[src/rtl/cammmp_tech_pkg.sv]
`default_nettype none
// +--------------------------------------------------------------------------+
// | Module      : cammmp_tech_pkg                                            |
// | Description : Shared opcodes, response bytes, UART FSM state types and   |
// |               the bit-period helper for the CAC block.                   |
// | Revision    : 1.0 - initial release                                      |
// +--------------------------------------------------------------------------+
package cammmp_tech_pkg;

  // Command opcodes carried in byte[7:4]
  localparam logic [3:0] OP_SELECT   = 4'h0;
  localparam logic [3:0] OP_WRITE_LO = 4'h1;
  localparam logic [3:0] OP_WRITE_HI = 4'h2;
  localparam logic [3:0] OP_READ     = 4'h3;

  // Fixed response bytes
  localparam logic [7:0] ACK_BYTE = 8'hAA;
  localparam logic [7:0] NAK_BYTE = 8'hEE;

  typedef enum logic [1:0] {
    RX_IDLE  = 2'd0,
    RX_START = 2'd1,
    RX_DATA  = 2'd2,
    RX_STOP  = 2'd3
  } rx_state_t;

  typedef enum logic [1:0] {
    TX_IDLE  = 2'd0,
    TX_START = 2'd1,
    TX_DATA  = 2'd2,
    TX_STOP  = 2'd3
  } tx_state_t;

  // Clock cycles per UART bit (integer division)
  function automatic int bit_cycles(input int clk_hz, input int baud);
    return clk_hz / baud;
  endfunction

endpackage
`default_nettype wire

[src/rtl/cac_uart_core.sv]
`default_nettype none
// +--------------------------------------------------------------------------+
// | Module      : cac_uart_core                                              |
// | Description : 8N1 MSB-first UART: rx synchronizer + receiver FSM,        |
// |               transmitter FSM with a one-entry pending response slot.    |
// | Revision    : 1.0 - initial release                                      |
// +--------------------------------------------------------------------------+
module cac_uart_core
  import cammmp_tech_pkg::*;
#(
  parameter int BIT_CYCLES = 868
) (
  input  logic       clk,
  input  logic       rst_n,
  input  logic       uart_rx,
  output logic       uart_tx,
  output logic       rx_valid,
  output logic [7:0] rx_byte,
  input  logic       tx_req,
  input  logic [7:0] tx_byte,
  output logic       tx_busy
);

  localparam int CNT_W = $clog2(BIT_CYCLES + 1);
  localparam logic [CNT_W-1:0] BIT_LAST  = CNT_W'(BIT_CYCLES - 1);
  localparam logic [CNT_W-1:0] HALF_LAST = CNT_W'(BIT_CYCLES / 2 - 1);

  logic             rx_meta, rx_sync, rx_prev;
  rx_state_t        rx_state, rx_next;
  logic [CNT_W-1:0] rx_cnt;
  logic [2:0]       rx_bit;
  logic [7:0]       rx_shift;
  logic             rx_tick, rx_half;

  tx_state_t        tx_state, tx_next;
  logic [CNT_W-1:0] tx_cnt;
  logic [2:0]       tx_bit;
  logic [7:0]       tx_shift;
  logic             tx_line;
  logic             tx_tick;
  logic             pend_valid;
  logic [7:0]       pend_byte;
  logic             take_pend, direct;

  assign rx_tick   = (rx_cnt == BIT_LAST);
  assign rx_half   = (rx_cnt == HALF_LAST);
  assign rx_byte   = rx_shift;
  assign tx_tick   = (tx_cnt == BIT_LAST);
  assign take_pend = (tx_state == TX_IDLE) && pend_valid;
  assign direct    = (tx_state == TX_IDLE) && !pend_valid && tx_req;
  // Busy means neither the shifter nor the pending slot can take a byte
  assign tx_busy   = pend_valid && (tx_state != TX_IDLE);
  assign uart_tx   = tx_line;

  // Two-flop synchronizer plus one delayed copy for falling-edge detection
  always_ff @(posedge clk or negedge rst_n) begin
    if (!rst_n) begin
      rx_meta <= 1'b1;
      rx_sync <= 1'b1;
      rx_prev <= 1'b1;
    end else begin
      rx_meta <= uart_rx;
      rx_sync <= rx_meta;
      rx_prev <= rx_sync;
    end
  end

  // Receiver state register
  always_ff @(posedge clk or negedge rst_n) begin
    if (!rst_n) rx_state <= RX_IDLE;
    else        rx_state <= rx_next;
  end

  // Receiver next state: mid-start recheck, 8 data samples, stop sample
  always_comb begin
    rx_next = rx_state;
    case (rx_state)
      RX_IDLE:  if (rx_prev && !rx_sync) rx_next = RX_START;
      RX_START: if (rx_half) rx_next = rx_sync ? RX_IDLE : RX_DATA;
      RX_DATA:  if (rx_tick && (rx_bit == 3'd7)) rx_next = RX_STOP;
      RX_STOP:  if (rx_tick) rx_next = RX_IDLE;
      default:  rx_next = RX_IDLE;
    endcase
  end

  // Receiver bit timer, shifter and byte-valid strobe (framing errors dropped)
  always_ff @(posedge clk or negedge rst_n) begin
    if (!rst_n) begin
      rx_cnt   <= '0;
      rx_bit   <= 3'd0;
      rx_shift <= 8'h00;
      rx_valid <= 1'b0;
    end else begin
      rx_valid <= (rx_state == RX_STOP) && rx_tick && rx_sync;
      if ((rx_state == RX_IDLE) || (rx_next != rx_state) || rx_tick) rx_cnt <= '0;
      else                                                           rx_cnt <= rx_cnt + 1'b1;
      if (rx_state == RX_START) begin
        rx_bit <= 3'd0;
      end else if ((rx_state == RX_DATA) && rx_tick) begin
        rx_bit   <= rx_bit + 3'd1;
        rx_shift <= {rx_shift[6:0], rx_sync};
      end
    end
  end

  // Transmitter state register
  always_ff @(posedge clk or negedge rst_n) begin
    if (!rst_n) tx_state <= TX_IDLE;
    else        tx_state <= tx_next;
  end

  // Transmitter next state: leave idle whenever a byte is available
  always_comb begin
    tx_next = tx_state;
    case (tx_state)
      TX_IDLE:  if (pend_valid || tx_req) tx_next = TX_START;
      TX_START: if (tx_tick) tx_next = TX_DATA;
      TX_DATA:  if (tx_tick && (tx_bit == 3'd7)) tx_next = TX_STOP;
      TX_STOP:  if (tx_tick) tx_next = TX_IDLE;
      default:  tx_next = TX_IDLE;
    endcase
  end

  // Transmitter line driver, shifter and pending slot; line resets high
  always_ff @(posedge clk or negedge rst_n) begin
    if (!rst_n) begin
      tx_cnt     <= '0;
      tx_bit     <= 3'd0;
      tx_shift   <= 8'h00;
      tx_line    <= 1'b1;
      pend_valid <= 1'b0;
      pend_byte  <= 8'h00;
    end else begin
      if ((tx_state == TX_IDLE) || tx_tick) tx_cnt <= '0;
      else                                  tx_cnt <= tx_cnt + 1'b1;
      case (tx_state)
        TX_IDLE: begin
          if (take_pend) begin
            tx_shift <= pend_byte;
            tx_line  <= 1'b0;
          end else if (direct) begin
            tx_shift <= tx_byte;
            tx_line  <= 1'b0;
          end
        end
        TX_START: begin
          if (tx_tick) begin
            tx_line  <= tx_shift[7];
            tx_shift <= {tx_shift[6:0], 1'b1};
            tx_bit   <= 3'd0;
          end
        end
        TX_DATA: begin
          if (tx_tick) begin
            tx_bit <= tx_bit + 3'd1;
            if (tx_bit == 3'd7) begin
              tx_line <= 1'b1;
            end else begin
              tx_line  <= tx_shift[7];
              tx_shift <= {tx_shift[6:0], 1'b1};
            end
          end
        end
        default: ;
      endcase
      if (tx_req && !direct && (!pend_valid || take_pend)) begin
        pend_valid <= 1'b1;
        pend_byte  <= tx_byte;
      end else if (take_pend) begin
        pend_valid <= 1'b0;
      end
    end
  end

endmodule
`default_nettype wire

[src/rtl/cammmp_tech.sv]
`default_nettype none
// +--------------------------------------------------------------------------+
// | Module      : cammmp_tech                                                |
// | Description : CAC top: UART byte commands against a 16 x 8-bit control   |
// |               register file, READ/NAK responses on the tx line.          |
// | Options     : CAC_ACK_EN - acknowledge SELECT/WRITE commands with 0xAA   |
// | Revision    : 1.0 - initial release                                      |
// +--------------------------------------------------------------------------+
module cammmp_tech
  import cammmp_tech_pkg::*;
#(
  parameter int MASTER_CLOCK_FREQUENCY = 100_000_000,
  parameter int CAC_UART_BAUDRATE      = 115200
) (
  input  logic clk_ref,
  input  logic rst,
  input  logic cac_uart_rx,
  output logic cac_uart_tx
);

  localparam int BIT_CYCLES = bit_cycles(MASTER_CLOCK_FREQUENCY, CAC_UART_BAUDRATE);

  logic       rx_valid;
  logic [7:0] rx_byte;
  logic       tx_req;
  logic [7:0] tx_byte;
  logic       tx_busy;
  logic [3:0] op;
  logic [3:0] arg;
  logic       resp_en;
  logic [3:0] sel;
  logic [7:0] regs [16];

  assign op  = rx_byte[7:4];
  assign arg = rx_byte[3:0];

  cac_uart_core #(
    .BIT_CYCLES (BIT_CYCLES)
  ) u_uart (
    .clk      (clk_ref),
    .rst_n    (rst),
    .uart_rx  (cac_uart_rx),
    .uart_tx  (cac_uart_tx),
    .rx_valid (rx_valid),
    .rx_byte  (rx_byte),
    .tx_req   (tx_req),
    .tx_byte  (tx_byte),
    .tx_busy  (tx_busy)
  );

  // Response selection; READ reads before any write of the same cycle
  always_comb begin
    resp_en = 1'b0;
    tx_byte = NAK_BYTE;
    case (op)
      OP_SELECT, OP_WRITE_LO, OP_WRITE_HI: begin
`ifdef CAC_ACK_EN
        resp_en = 1'b1;
        tx_byte = ACK_BYTE;
`endif
      end
      OP_READ: begin
        resp_en = 1'b1;
        tx_byte = regs[arg];
      end
      default: begin
        resp_en = 1'b1;
        tx_byte = NAK_BYTE;
      end
    endcase
  end

  // A response that finds both the shifter and the pending slot full is dropped
  assign tx_req = rx_valid && resp_en && !tx_busy;

  // Command execution against the pointer and register file
  always_ff @(posedge clk_ref or negedge rst) begin
    if (!rst) begin
      sel <= 4'h0;
      for (int i = 0; i < 16; i++) regs[i] <= 8'h00;
    end else if (rx_valid) begin
      case (op)
        OP_SELECT:   sel <= arg;
        OP_WRITE_LO: regs[sel][3:0] <= arg;
        OP_WRITE_HI: regs[sel][7:4] <= arg;
        default: ;
      endcase
    end
  end

endmodule
`default_nettype wire

[config.mk]
export PLATFORM = sky130hd
export DESIGN_NAME = cammmp_tech
export DESIGN_NICKNAME = d
export VERILOG_FILES = /design/src/rtl/cammmp_tech_pkg.sv /design/src/rtl/cac_uart_core.sv /design/src/rtl/cammmp_tech.sv
export SDC_FILE = /design/constraint.sdc
export NUM_CORES = 1
export LEC_CHECK = 0
export BUFFER_PORTS_ARGS = -buffer_cell sky130_fd_sc_hd__buf_2
export CAP_MARGIN = 10
export CORE_MARGIN = 5
export CORE_UTILIZATION = 55
export CTS_CLUSTER_DIAMETER = 150
export CTS_CLUSTER_SIZE = 30
export DETAILED_ROUTE_END_ITERATION = 16
export GPL_TIMING_DRIVEN = 0
export MAX_ROUTING_LAYER = met4
export PLACE_DENSITY = 0.71
export SLEW_MARGIN = 25
export SYNTH_ARGS = -nofsm -noshare
export SYNTH_HDL_FRONTEND = slang
export SYNTH_HIERARCHICAL = 1
export SYNTH_SLANG_ARGS = --single-unit
export TNS_END_PERCENT = 1
[constraint.sdc]
create_clock -name clk_ref -period 5.73 [get_ports clk_ref]
set_clock_uncertainty 0.1 [all_clocks]
set_input_delay 0.2865 -clock clk_ref [delete_from_list [all_inputs] [get_ports clk_ref]]
set_output_delay 0.2865 -clock clk_ref [all_outputs]
set_load 0.02 [all_outputs]
==> results of run 1 <==
==> Yosys cell counts, types with 2 or more instances <==
master,n,area [um2]
sky130_fd_sc_hd__nand3b_1,3,22.5
sky130_fd_sc_hd__or3_1,3,18.8
sky130_fd_sc_hd__a22oi_1,5,37.5
sky130_fd_sc_hd__mux2i_1,46,460
sky130_fd_sc_hd__dfrtp_1,188,4700
sky130_fd_sc_hd__mux2_1,4,45.0
sky130_fd_sc_hd__nor2_4,3,33.8
sky130_fd_sc_hd__a221oi_1,2,17.5
sky130_fd_sc_hd__o2bb2ai_1,3,26.3
sky130_fd_sc_hd__o22ai_1,15,93.8
sky130_fd_sc_hd__or2_2,3,18.8
sky130_fd_sc_hd__inv_1,13,48.8
sky130_fd_sc_hd__nor3_1,3,15.0
sky130_fd_sc_hd__xnor2_1,9,78.8
sky130_fd_sc_hd__nand2_1,49,184
sky130_fd_sc_hd__and3b_1,2,17.5
sky130_fd_sc_hd__o21ai_0,13,65.1
sky130_fd_sc_hd__mux4_2,6,135
sky130_fd_sc_hd__nand2b_1,7,43.8
sky130_fd_sc_hd__clkbuf_1,24,90.1
sky130_fd_sc_hd__buf_2,11,55.1
sky130_fd_sc_hd__a31oi_1,3,18.8
sky130_fd_sc_hd__nand3_1,10,50.1
sky130_fd_sc_hd__o2111ai_1,2,17.5
sky130_fd_sc_hd__a21oi_1,2,10.0
sky130_fd_sc_hd__and3_1,3,18.8
sky130_fd_sc_hd__a211oi_1,8,60.1
sky130_fd_sc_hd__and2_1,3,18.8
sky130_fd_sc_hd__ha_1,11,138
sky130_fd_sc_hd__or3b_2,2,17.5
sky130_fd_sc_hd__a221o_1,5,50.1
sky130_fd_sc_hd__mux2_4,8,120
sky130_fd_sc_hd__nor2b_1,5,31.3
sky130_fd_sc_hd__mux2_2,159,1790
sky130_fd_sc_hd__nand4_1,3,18.8
sky130_fd_sc_hd__xor2_1,8,70.1
sky130_fd_sc_hd__nor2_1,39,146
sky130_fd_sc_hd__dfstp_2,4,105
sky130_fd_sc_hd__nor4_1,5,31.3
sky130_fd_sc_hd__nor3b_1,4,30.0
sky130_fd_sc_hd__nand4bb_1,2,22.5
==> through the flow <==
step | cell area [um2] | hold slack, ns | setup slack [ns] | util (%) | cells
2_1_floorplan | 9330 | -0.109 | 3.30 | - | 730
3_3_place_gp | 9620 | 0.249 | 1.36 | 57.8 | 953
5_1_grt | 10300 | 0.231 | 2.40 | 62.1 | 990
6_report | 10300 | 0.208 | 2.51 | 62.1 | 990
3_5_place_dp | 9690 | 0.0682 | 2.65 | 58.2 | 955
4_1_cts | 10300 | 0.194 | 2.61 | 62.1 | 989
==> registers in the layout, summed over array words and instances, names as in the netlist <==
| register | cells |
|---|---|
| u_uart/rx_sync | 1 |
| u_uart/pend_valid | 1 |
| sel | 4 |
| u_uart/rx_prev | 1 |
| u_uart/tx_shift | 8 |
| u_uart/rx_valid | 1 |
| u_uart/tx_state | 2 |
| u_uart/rx_cnt | 10 |
| u_uart/pend_byte | 8 |
| regs | 128 |
| u_uart/uart_tx | 1 |
| u_uart/rx_bit | 3 |
| u_uart/tx_cnt | 10 |
| u_uart/tx_bit | 3 |
| u_uart/rx_meta | 1 |
| u_uart/rx_state | 2 |
| u_uart/rx_byte | 8 |
==> metal layers <==
layer / global-route usage (%) / vias up / share of wire [%]
li1: - / 2710 / -
met1: 28.9 / 3015 / 43
met2: 35.9 / 176 / 48
met3: 5.96 / 38 / 6.1
met4: 7.24 / 0 / 2.2
met5: - / - / 0
==> power breakdown <==
part	leakage, nW	total, W	internal, W	switching [W]
clock network	0.294	0.00123	0.000706	0.000528
registers	2.66	0.00140	0.00137	0.0000228
logic	1.82	0.0000866	0.0000303	0.0000562
==> kinds of logic (layout without fill, tap and decap cells) <==
logic type | Yosys count | in the layout
other | 0 | 1
AND/OR/NAND/NOR | 164 | 164
XOR/XNOR | 17 | 17
buffers and inverters | 50 | 89
AO/OA/AOI/OAI | 73 | 73
flip-flops | 192 | 192
adder cells (fa/ha/maj) | 11 | 11
multiplexers | 223 | 223
==> final cells by class <==
cell class,count,area share [%]
multi-input combinational,488,41.7
timing repair buffer,7,0.969
clock buffer,18,4.25
clock inverter,14,1.77
antenna,1,0.0242
sequential,192,46.6
tap,220,2.66
buffer,37,1.55
inverter,13,0.472
==> worst paths after layout <==
kind,endpoint
min in group clk_ref,u_uart/rx_sync$_DFF_PN1_
worst max register to register,u_uart/tx_shift[3]$_DFFE_PN0P_
max in group asynchronous,regs[84]$_DFFE_PN0P_
worst max-delay path,u_uart/tx_shift[3]$_DFFE_PN0P_
worst min register to register,u_uart/rx_sync$_DFF_PN1_
worst min-delay path,u_uart/tx_shift[7]$_DFFE_PN0P_
==> flow_results.org, run 1 <==
** Worst setup path
- Category of the worst setup path capture point :: flip-flop
- Peak per-stage delay on the critical path :: 0.58 ns
- Across all register-to-register paths, the minimum setup slack is 2.51 ns.
- Data arrives at the worst endpoint at 3.44 ns.
- Worst Path Class, Setup :: flip-flop to flip-flop
- Stages on worst setup path :: 9
- Sort of element at the start of the critical path :: flip-flop
- Critical path origin :: u_uart/rx_byte[1]$_DFFE_PN0P_
- Along the worst path, the maximum fanout reaches 10.
- Dominant delay contributor by cell family on the critical path :: compound AO/OA/AOI/OAI gates
- STA puts the critical path data required time at 5.95 ns.
- R2R depth :: 9
- Total buffers and inverters traversed by the critical path :: 2
- In this run the critical register-to-register path is launched from u_uart/rx_byte[1]$_DFFE_PN0P_.
- Cell with the biggest individual delay on the critical path :: sky130_fd_sc_hd__a211oi_1
- Chain of cells forming the critical path :: buf_2 > buf_2 > mux2i_1 > o22ai_1 > a211oi_1 > o21ai_0 > mux2i_1 > o21ai_0 > mux2_4

** Timing
- Based on the critical path, the design can be clocked at up to 311 MHz.
- Setup violations remaining at the end of the flow were counted as 0.
- For the final routed database, the setup TNS stands at 0 ns.
- At the pin with the least slew margin, the transition time is 0.827 ns.
- The total count of max-transition violations in the final report was 0.
- Worst rel slew slack :: 44.7%
- Unrepaired setup endpoints after global routing :: no
- For the finished layout, the period the worst path requires is 3.22 ns.
- The count of endpoints failing hold in the final timing report is 0.
- The final critical path takes up 56.2% of the cycle.

** Detailed routing
- The final layout contains routed wiring with a total length of 20.9 mm.
- For this block, the initial DRC count from the detailed router was 385.
- In the final routed layout, each cell accounts on average for 21.1 um.
- The routed layout has 5939 vias.
- The count of nets left with antenna violations once routing finished came out at 0.
- Before antenna repair, the detailed router went through 6 iterations.
- In the routed design, unresolved DRC markers number 0.
- Vias per std cell :: 6.00

** Yosys
- Number of synthesized flops with an enable pin :: 0
- Synthesized-area fraction occupied by ao, oa, aoi and oai cells :: 5.86%
- Mapped cell area :: 0.00933 mm2
- Number of nets produced by synthesis :: 744
- Counting flops with an async set or reset pin after synthesis yields a share of 100%.
- Synthesized instance count :: 730
- Main combinational cell family by area after synthesis :: multiplexers
- The synthesized netlist devotes 9.95% of its cell area to simple gates.
- Share of cell area taken by muxes after synthesis :: 27.3%
- Avg Cell Area, Syn :: 12.8 um2
- Summing the sequential cell areas from Yosys gives 51.5% of the chip area.
- Total of flip-flops plus latches after synthesis :: 192
- Number of distinct library cell variants in the gate-level netlist after synthesis :: 73
- Summing the areas of all fa, ha and maj instances in the mapped netlist gives 1.47% of the synthesized area.
- Post-synth top flop :: sky130_fd_sc_hd__dfrtp_1
- During synthesis, Yosys emitted a total of 6 warnings.
- Xor and xnor area share after synthesis :: 1.60%

** Place
- In this run the tool buffered the top-level ports with 3 buffer cells.
- Detailed Place HPWL :: 14.8 mm
- Routability-driven placement finished with a final weighted congestion of 0.957.

** CTS
- The number of clock buffers added by TritonCTS is 17.
- CTS saw 192 sinks.
- In this run, post-CTS hold repair placed 2 buffers.
- The tree is rooted in a sky130_fd_sc_hd__clkbuf_16.
- Clock-pin slew was measured on the worst setup and hold paths at 0.07 ns.
- TritonCTS built the clock tree.
- After clock tree synthesis, the setup repair step added 0 buffers.
- Clock insertion delay at the later pin of the skew report :: 0.44 ns
- H-tree depth reported by CTS :: 4
- Buffer depth of the longest clock path :: 2
- Once the clock tree was built, the resizer swapped 0 gates to a different size.

** Pwr
- The worst-case IR drop observed on VDD is 0.277 mV.
- Leakage power :: 4.78 nW
- In this run the power density over the cells is 263 mW/mm2.
- Summing internal, switching and leakage power gives 0.00272 W.

** Layout
- Area occupied by registers :: 0.00481 mm2
- Top library cells by usage in the layout, fill and taps aside :: sky130_fd_sc_hd__dfrtp_1 (188), sky130_fd_sc_hd__mux2_2 (159), sky130_fd_sc_hd__nand2_1 (49)
- Share of final-layout standard cells stronger than drive strength 1 :: 32.5%
- After the last flow step, the layout net total stands at 770.
- Summing all multi-input logic gate instances after layout gives 0.00431 mm2.
- Filler instances :: 1261
- Most frequent standard cell in the layout excluding fill and tap cells :: sky130_fd_sc_hd__dfrtp_1
- Area added between synthesis and finish :: 10.7%

** Floorplan
- For this design the top-level I/O count stands at 4.
- Number of cell rows :: 47
- The initial utilization of the core area, before any placement, comes to 56.1%.
- Die ar. :: 0.0197 mm2
- In this run the standard cell core region covers 0.0166 mm2.
- The die is 140 um wide.
- Die H :: 140 um

** GRT
- Entering global routing, the biggest net connects 96 pins.
- The initial antenna violation count is 1.
- Global routing used 22.8% of the available tracks.
- First-pass GRT wire length :: 33.7 mm
- GRT overflow :: 0
- Via count of the first global-routing pass :: 6244

** Hold path
- Min-Delay Path Class :: input pin to asynchronous set/reset pin

** Status
- The run finished with clean final reports.

** Flow run
- The tool flagged a number of max-cap violations equal to 0.
Note: power is estimated with default switching activity, not from simulation.
==> run 2: changes to the inputs <==
==> constraint.sdc (replaced) <==
create_clock -name clk_ref -period 3.2 [get_ports clk_ref]
set_clock_uncertainty 0.1 [all_clocks]
set_input_delay 0.16 -clock clk_ref [delete_from_list [all_inputs] [get_ports clk_ref]]
set_output_delay 0.16 -clock clk_ref [all_outputs]
set_load 0.02 [all_outputs]
==> flow_results.org, run 2 (same netlist as run 1, synthesis figures left out) <==
** CTS
- TritonCTS built the clock tree.
- Clock transition at the register clock pins on the worst setup and hold paths after CTS :: 0.07 ns (about the same)
- The total CTS buffers came to 17 (unchanged).
- CTS placed an instance of sky130_fd_sc_hd__clkbuf_16 at the clock tree root.
- The buffer levels on the longest clock path came to 2 (unchanged).
- H-tree depth reported by CTS :: 4 (unchanged)
- The worst-skew pair later-pin latency came to 0.44 ns (about the same).
- # clock sinks :: 192 (unchanged)

** Worst setup path
- Total buffers and inverters traversed by the critical path :: 2 (unchanged)
- The worst setup path is of the flip-flop to flip-flop kind.
- Broken down by cell family, the worst path's largest delay share belongs to compound AO/OA/AOI/OAI gates.
- The signal on the critical path passes through buf_2 > buf_2 > mux2i_1 > o22ai_1 > a211oi_1 > o21ai_0 > mux2i_1 > o21ai_0 > mux2_4.
- The largest fanout on the critical path is 10 (unchanged).
- The register-to-register setup slack was 0.03 ns (-2.48 ns).
- Sort of element at the start of the critical path :: flip-flop
- CP Data Arrival Time :: 3.39 ns (-0.05 ns)
- Terminus of the critical flop-to-flop path :: u_uart/tx_shift[1]$_DFFE_PN0P_
- The biggest cell delay along the critical path came to 0.52 ns (-0.06 ns).
- The critical path data required time came to 3.42 ns (-2.53 ns).
- R2R depth :: 9 (unchanged)
- On the critical path, the stage with the largest delay is an instance of sky130_fd_sc_hd__a211oi_1.
- The startpoint identified for the worst register-to-register timing path is u_uart/rx_byte[1]$_DFFE_PN0P_.
- Category of the worst setup path capture point :: flip-flop

** Timing
- Final clock period utilization by the worst path :: 99.0% (+43 points)
- The total negative slack is 0 ns (unchanged).
- Setup repair after global routing left no endpoint under its margin.
- The achievable clock frequency is 316 MHz (+1.6%).
- The slew at the pin closest to its max-slew limit was 0.839 ns (+0.0124 ns).
- The headroom to the max-slew limit was 43.8% (-0.83 points).
- The post-layout minimum cycle time came to 3.17 ns (-0.0500 ns).
- Setup-violating endpoint count in the final report :: 0 (unchanged)
- Number of max-slew violations in the final report :: 0 (unchanged)
- The count of endpoints failing hold in the final timing report came to 0 (unchanged).

** Pwr
- The total power per unit cell area is 471 mW/mm2 (+79%).
- Maximum VDD drop :: 0.496 mV (+79%)
- Total power consumption of the routed design :: 0.00487 W (+79%)
- The leakage power of the design was 4.78 nW (about the same).

** Place
- The HPWL reported at the end of detailed placement is 14.8 mm (unchanged).
- The weighted congestion at the end of routability-driven global placement was 0.957 (unchanged).
- The number of cells in the design after placement was 955 (unchanged).
- Area after DPL :: 0.00969 mm2 (unchanged)
- Number of buffers inserted by port buffering :: 3 (unchanged)

** GRT
- The overall track demand over capacity in global routing came to 22.8% (unchanged).
- Pin count of the biggest net entering global routing :: 96 (unchanged)
- Via count of the first global-routing pass :: 6244 (unchanged)
- The global-route wire length before repair is 33.7 mm (unchanged).
- GRT overflow :: 0 (unchanged)
- The initial antenna violation count came to 0 (-1).

** Detailed routing
- The detailed-route DRC error count was 0 (unchanged).
- Wire per inst :: 21.1 um (+0.36%)
- Final antenna-violating net count :: 0 (unchanged)
- The violation count after the first detailed-routing iteration was 404 (+4.9%).
- Vias :: 5991 (+0.88%)
- Vias per std cell :: 6.06 (+0.98%)
- Detailed-route wire length :: 20.9 mm (+0.26%)
- The number of detailed-routing iterations run before antenna repair was 5 (-1).

** Layout
- The top cell types in the final layout, fill and taps aside, are sky130_fd_sc_hd__dfrtp_1 (188), sky130_fd_sc_hd__mux2_2 (159), sky130_fd_sc_hd__nand2_1 (49).
- The count of non-filler cells in the finished layout was 989 (-0.10%).
- Ranked by flip-flop count, first place goes to regs.
- The final design area excluding fillers came to 0.0103 mm2 (+0.12%).
- Leaving out fill and tap cells, the most frequent cell in the layout is sky130_fd_sc_hd__dfrtp_1.
- Largest regs :: regs x128, u_uart/rx_cnt x10, u_uart/tx_cnt x10
- The fraction of final layout cells sized beyond drive strength 1 was 32.9% (+0.39 points).
- Number of inserted diodes :: 0 (-1)
- The number of flip-flops in the largest register came to 128 (unchanged).
- Area added between synthesis and finish :: 10.8%
- The post-layout net count was 770 (unchanged).

** Status
- Outcome :: finished, final reports clean

** Floorplan
- The horizontal extent of the die is 140 um (unchanged).
- Die ar. :: 0.0197 mm2 (unchanged)
- The core footprint was 0.0166 mm2 (unchanged).
- Die H :: 140 um (unchanged)
- The number of placement rows was 47 (unchanged).
- I/O pins :: 4 (unchanged)
- The initial core utilization is 56.1% (unchanged).

** Hold path
- Min-Delay Path Class :: input pin to asynchronous set/reset pin

** Flow run
- Max-cap violations :: 0 (unchanged)
run 2: cell types whose count changed in the layout (fill, tap and decap cells not counted), sizes merged:
| cell | change |
|---|---|
| diode | -1 |
run 2: worst max-delay path by stage:
stage,from,to,slack [ns],depth (start not counted)
3_5_place_dp,u_uart/rx_byte[1]$_DFFE_PN0P_,u_uart/tx_shift[3]$_DFFE_PN0P_,0.12,9
3_3_place_gp,rst,regs[45]$_DFFE_PN0P_,-1.05,1
4_1_cts,u_uart/rx_byte[1]$_DFFE_PN0P_,u_uart/tx_shift[7]$_DFFE_PN0P_,0.08,9
5_1_grt,u_uart/rx_byte[1]$_DFFE_PN0P_,u_uart/tx_shift[2]$_DFFE_PN0P_,0.02,9
2_1_floorplan,u_uart/tx_state[0]$_DFFE_PN0P_,u_uart/tx_shift[0]$_DFFE_PN0P_,0.77,10
6_report,u_uart/rx_byte[1]$_DFFE_PN0P_,u_uart/tx_shift[1]$_DFFE_PN0P_,0.03,9
run 2: what timing repair did:
action,in CTS,in global routing
hold buffers,2,0
endpoints found under the setup margin,0,3
setup buffers,0,0
hold endpoints to repair,190,0
gates resized for setup,0,3
run 2: routing by layer:
metal | global-route usage, % | share of wire (%) | vias to the layer above
met4 | 7.24 | 2.2 | 0
met1 | 28.9 | 44 | 3067
li1 | - | - | 2718
met5 | - | 0 | -
met2 | 35.9 | 48 | 171
met3 | 5.96 | 5.9 | 35
run 2: metrics by stage:
step	hold WS, ns	utilization, %	setup slack, ns
2_1_floorplan	-0.236	-	0.771
3_3_place_gp	0.167	57.8	-1.05
3_5_place_dp	-0.0583	58.2	0.116
4_1_cts	0.0675	62.1	0.0837
5_1_grt	0.104	62.2	0.0167
6_report	0.0755	62.2	0.0305
run 2: layout make-up:
class	count	area, um2
fill	1258	6300
clock inverter	14	183
timing repair buffer	7	100
multi-input combinational	488	4330
buffer	37	160
inverter	13	48.8
tap	220	275
sequential	192	4810
clock buffer	18	439
run 2: where the power goes:
group          internal (W)  switching, W  leakage [nW]
sequential          0.00246     0.0000407          2.66
combinational     0.0000543      0.000101          1.83
clock               0.00126      0.000952         0.294
==> run 3: changes to the inputs <==
--- a/config.mk
+++ b/config.mk
@@ -14,7 +14,7 @@
 export DETAILED_ROUTE_END_ITERATION = 16
 export GPL_TIMING_DRIVEN = 0
 export MAX_ROUTING_LAYER = met4
-export PLACE_DENSITY = 0.71
+export PLACE_DENSITY = 0.8
 export SLEW_MARGIN = 25
 export SYNTH_ARGS = -nofsm -noshare
 export SYNTH_HDL_FRONTEND = slang
==> constraint.sdc (replaced) <==
create_clock -name clk_ref -period 3.7 [get_ports clk_ref]
set_clock_uncertainty 0.1 [all_clocks]
set_input_delay 0.185 -clock clk_ref [delete_from_list [all_inputs] [get_ports clk_ref]]
set_output_delay 0.185 -clock clk_ref [all_outputs]
set_load 0.02 [all_outputs]
==> flow_results.org, run 3 (same netlist as run 1, synthesis figures left out) <==
** Layout
- Non-Filler Cell Area, Final :: 0.0104 mm2 (+0.13%)
- The number of inserted diodes was 0 (unchanged).
- regs holds more flip-flops than any other register.
- The count of non-filler cells in the finished layout is 989 (unchanged).
- Largest regs :: regs x128, u_uart/rx_cnt x10, u_uart/tx_cnt x10
- Total number of nets in the final design :: 770 (unchanged)
- Most frequent standard cell in the layout excluding fill and tap cells :: sky130_fd_sc_hd__dfrtp_1
- Share of final-layout standard cells stronger than drive strength 1 :: 32.2% (-0.65 points)
- Relative to the synthesized area, the layout overhead comes to 11.0%.
- The number of flip-flops in the largest register was 128 (unchanged).
- The top cell types in the final layout, fill and taps aside, are sky130_fd_sc_hd__dfrtp_1 (188), sky130_fd_sc_hd__mux2_2 (159), sky130_fd_sc_hd__nand2_1 (49).

** GRT
- The initial antenna violation count is 0 (unchanged).
- First-pass GRT wire length :: 34.5 mm (+2.3%)
- The global-route track usage on met2 came to 37.5% (+1.5 points).
- The number of global-route vias before repair was 6477 (+3.7%).
- The total congestion overflow after global routing was 0 (unchanged).
- Total track usage :: 23.1% (+0.33 points)
- Met1 track demand over resource in global routing :: 28.1% (-0.88 points)
- Busiest layer in global routing :: met2
- The met3 capacity usage during global routing is 5.52% (-0.44 points).
- Pin count of the biggest net entering global routing :: 92 (-4.2%)

** Status
- Outcome :: finished, final reports clean

** CTS
- Clock tree from TritonCTS :: yes
- In this run the clock root is driven by a sky130_fd_sc_hd__clkbuf_16.
- The total CTS buffers was 17 (unchanged).
- The worst-skew pair later-pin latency was 0.44 ns (about the same).
- Clock transition at the register clock pins on the worst setup and hold paths after CTS :: 0.07 ns (about the same)
- # clock sinks :: 192 (unchanged)
- H-tree depth reported by CTS :: 4 (unchanged)
- The buffer levels on the longest clock path was 2 (unchanged).
- The total of cells resized after clock tree synthesis is 0 (unchanged).

** Worst setup path
- The critical path ends at u_uart/tx_shift[5]$_DFFE_PN0P_.
- Cell with the biggest individual delay on the critical path :: sky130_fd_sc_hd__a211oi_1
- Required time at the worst-slack endpoint :: 3.91 ns (+0.49 ns)
- The critical path starts at u_uart/rx_byte[1]$_DFFE_PN0P_.
- Flop-to-flop setup slack :: 0.48 ns (+0.45 ns)
- The worst setup path is captured at a flip-flop.
- The data arrival at the endpoint of the critical path came to 3.44 ns (+0.05 ns).
- R2R depth :: 9 (unchanged)
- Crit Path Max Fanout :: 10 (unchanged)
- In this run the critical register-to-register path is captured at u_uart/tx_shift[5]$_DFFE_PN0P_.
- Walking the worst path, the cells encountered are buf_2 > buf_2 > mux2i_1 > o22ai_1 > a211oi_1 > o21ai_0 > mux2i_1 > o21ai_0 > mux2_4.
- Peak per-stage delay on the critical path :: 0.47 ns (-0.05 ns)
- STA classifies the critical path startpoint as a flip-flop.
- Beginning of the worst register-to-register path :: u_uart/rx_byte[1]$_DFFE_PN0P_
- The setup path with the least slack is of type flip-flop to flip-flop.

** Detailed routing
- The total via count in the routed design was 6092 (+1.7%).
- The number of detailed-routing iterations run before antenna repair was 5 (unchanged).
- The number of routed nets with antenna violations is 0 (unchanged).
- The wire length per cell after detailed routing is 21.1 um (-0.28%).
- Detailed-route wire length :: 20.9 mm (-0.28%)
- Vias per std cell :: 6.16 (+1.7%)
- The violation count after the first detailed-routing iteration is 554 (+37%).
- DR DRC count :: 0 (unchanged)

** Timing
- Setup repair after global routing left no endpoint under its margin.
- Setup TNS :: 0 ns (unchanged)
- Crit path time final :: 3.22 ns (+0.0540 ns)
- The headroom to the max-slew limit is 31.3% (-13 points).
- The count of endpoints failing hold in the final timing report came to 0 (unchanged).
- Number of max-slew violations in the final report :: 0 (unchanged)
- The achievable clock frequency was 310 MHz (-1.7%).
- The slew at the pin closest to its max-slew limit is 1.02 ns (+0.183 ns).
- The share of the cycle needed by the critical path after routing is 87.1% (-12 points).
- Setup-violating endpoint count in the final report :: 0 (unchanged)

** Pwr
- Logic gate share of total power :: 3.1% (about the same)
- Net switching power :: 0.000911 W (-17%)
- Net switching share of the total power :: 21.1% (-1.3 points)
- The worst IR drop on VDD was 0.363 mV (-27%).
- Power share of the clock group :: 46.6% (+1.1 points)
- Areal power density over the cells :: 416 mW/mm2 (-12%)
- Total internal power :: 0.00340 W (-10%)
- Leakage power :: 4.80 nW (+0.46%)
- Portion of total power attributed to sequential cells :: 50.3% (-1.0 points)

** Place
- Global placement routability congestion :: 0.984 (+2.8%)
- Number of buffers inserted by port buffering :: 3 (unchanged)
- Area after DPL :: 0.00969 mm2 (unchanged)
- Placed insts :: 955 (unchanged)
- The HPWL reported at the end of detailed placement came to 14.4 mm (-2.7%).

** Floorplan
- The initial core utilization is 56.1% (unchanged).
- The height of the chip was 140 um (unchanged).
- Die ar. :: 0.0197 mm2 (unchanged)
- Horizontal die dimension :: 140 um (unchanged)
- The I/O pin total was 4 (unchanged).
- The number of placement rows is 47 (unchanged).
- The core footprint came to 0.0166 mm2 (unchanged).

** Flow run
- Max-cap violations :: 0 (unchanged)

** Hold path
- The min-delay analysis places its worst path in the category input pin to asynchronous set/reset pin.
## run 3: cell types whose count changed in the layout (fill, tap and decap cells not counted)
| cell | change |
|---|---|
| sky130_fd_sc_hd__bufinv_16 | +2 |
| sky130_fd_sc_hd__clkinvlp_4 | -3 |
| sky130_fd_sc_hd__clkinv_2 | +2 |
| sky130_fd_sc_hd__inv_6 | -1 |
| sky130_fd_sc_hd__clkbuf_1 | +2 |
| sky130_fd_sc_hd__a211oi_2 | -3 |
| sky130_fd_sc_hd__a211oi_1 | +3 |
| sky130_fd_sc_hd__clkinv_4 | -2 |
## run 3: how the worst min path moves through the flow
stage	to	cells past startpoint	from
final	u_uart/rx_cnt[3]$_DFF_PN0_	2	rst
after global routing	u_uart/rx_cnt[9]$_DFF_PN0_	2	rst
after CTS	u_uart/rx_cnt[3]$_DFF_PN0_	2	rst
after detailed placement	u_uart/rx_cnt[3]$_DFF_PN0_	1	rst
after global placement	u_uart/rx_meta$_DFF_PN1_	1	cac_uart_rx
after floorplan	regs[0]$_DFFE_PN0P_	0	rst
## run 3: what timing repair did
item,4_1_cts,5_1_grt
hold buffers,2,0
hold endpoints to repair,99,0
endpoints found under the setup margin,0,0
buffers inserted,0,0
## run 3: power groups by stage
stage | Sequential [W] | Clock (W) | Combinational (W)
global placement | 0.00220 | 0 | 0.000117
CTS | 0.00216 | 0.00203 | 0.000140
global route | 0.00217 | 0.00212 | 0.000160
detailed placement | 0.00220 | 0 | 0.000135
finish | 0.00217 | 0.00201 | 0.000135
floorplan | 0.00220 | 0 | 0.0000680
## run 3: per-layer routing
layer	vias to the layer above	part of all wire, %
li1	2704	-
met1	3140	42
met4	0	3.0
met5	-	0
met3	54	5.6
met2	194	50
## run 3: layout make-up
| cell class | count | area, um2 |
|---|---|---|
| fill | 1215 | 6280 |
| sequential | 192 | 4810 |
| multi-input combinational | 488 | 4310 |
| clock buffer | 20 | 447 |
| tap | 220 | 275 |
| clock inverter | 12 | 204 |
| buffer | 37 | 160 |
| timing repair buffer | 7 | 100 |
| inverter | 13 | 48.8 |
## run 3: critical path, delay by kind of cell, from the launching register on
| kind | cells | cell delay (ns) |
|---|---|---|
| DFF | 1 | 0.45 |
| buffers and inverters | 2 | 0.67 |
| AOI/OAI and AO/OA | 4 | 1.01 |
| muxes | 3 | 0.85 |
## run 3: through the flow
stage	util [%]	hold WS (ns)	power, W	setup WS [ns]
after floorplan	-	-0.211	0.00226	1.27
after global placement	57.8	0.190	0.00232	-0.505
after detailed placement	58.2	-0.0104	0.00234	0.591
after CTS	62.2	0.125	0.00433	0.573
after global routing	62.2	0.153	0.00445	0.306
final	62.2	0.115	0.00431	0.476
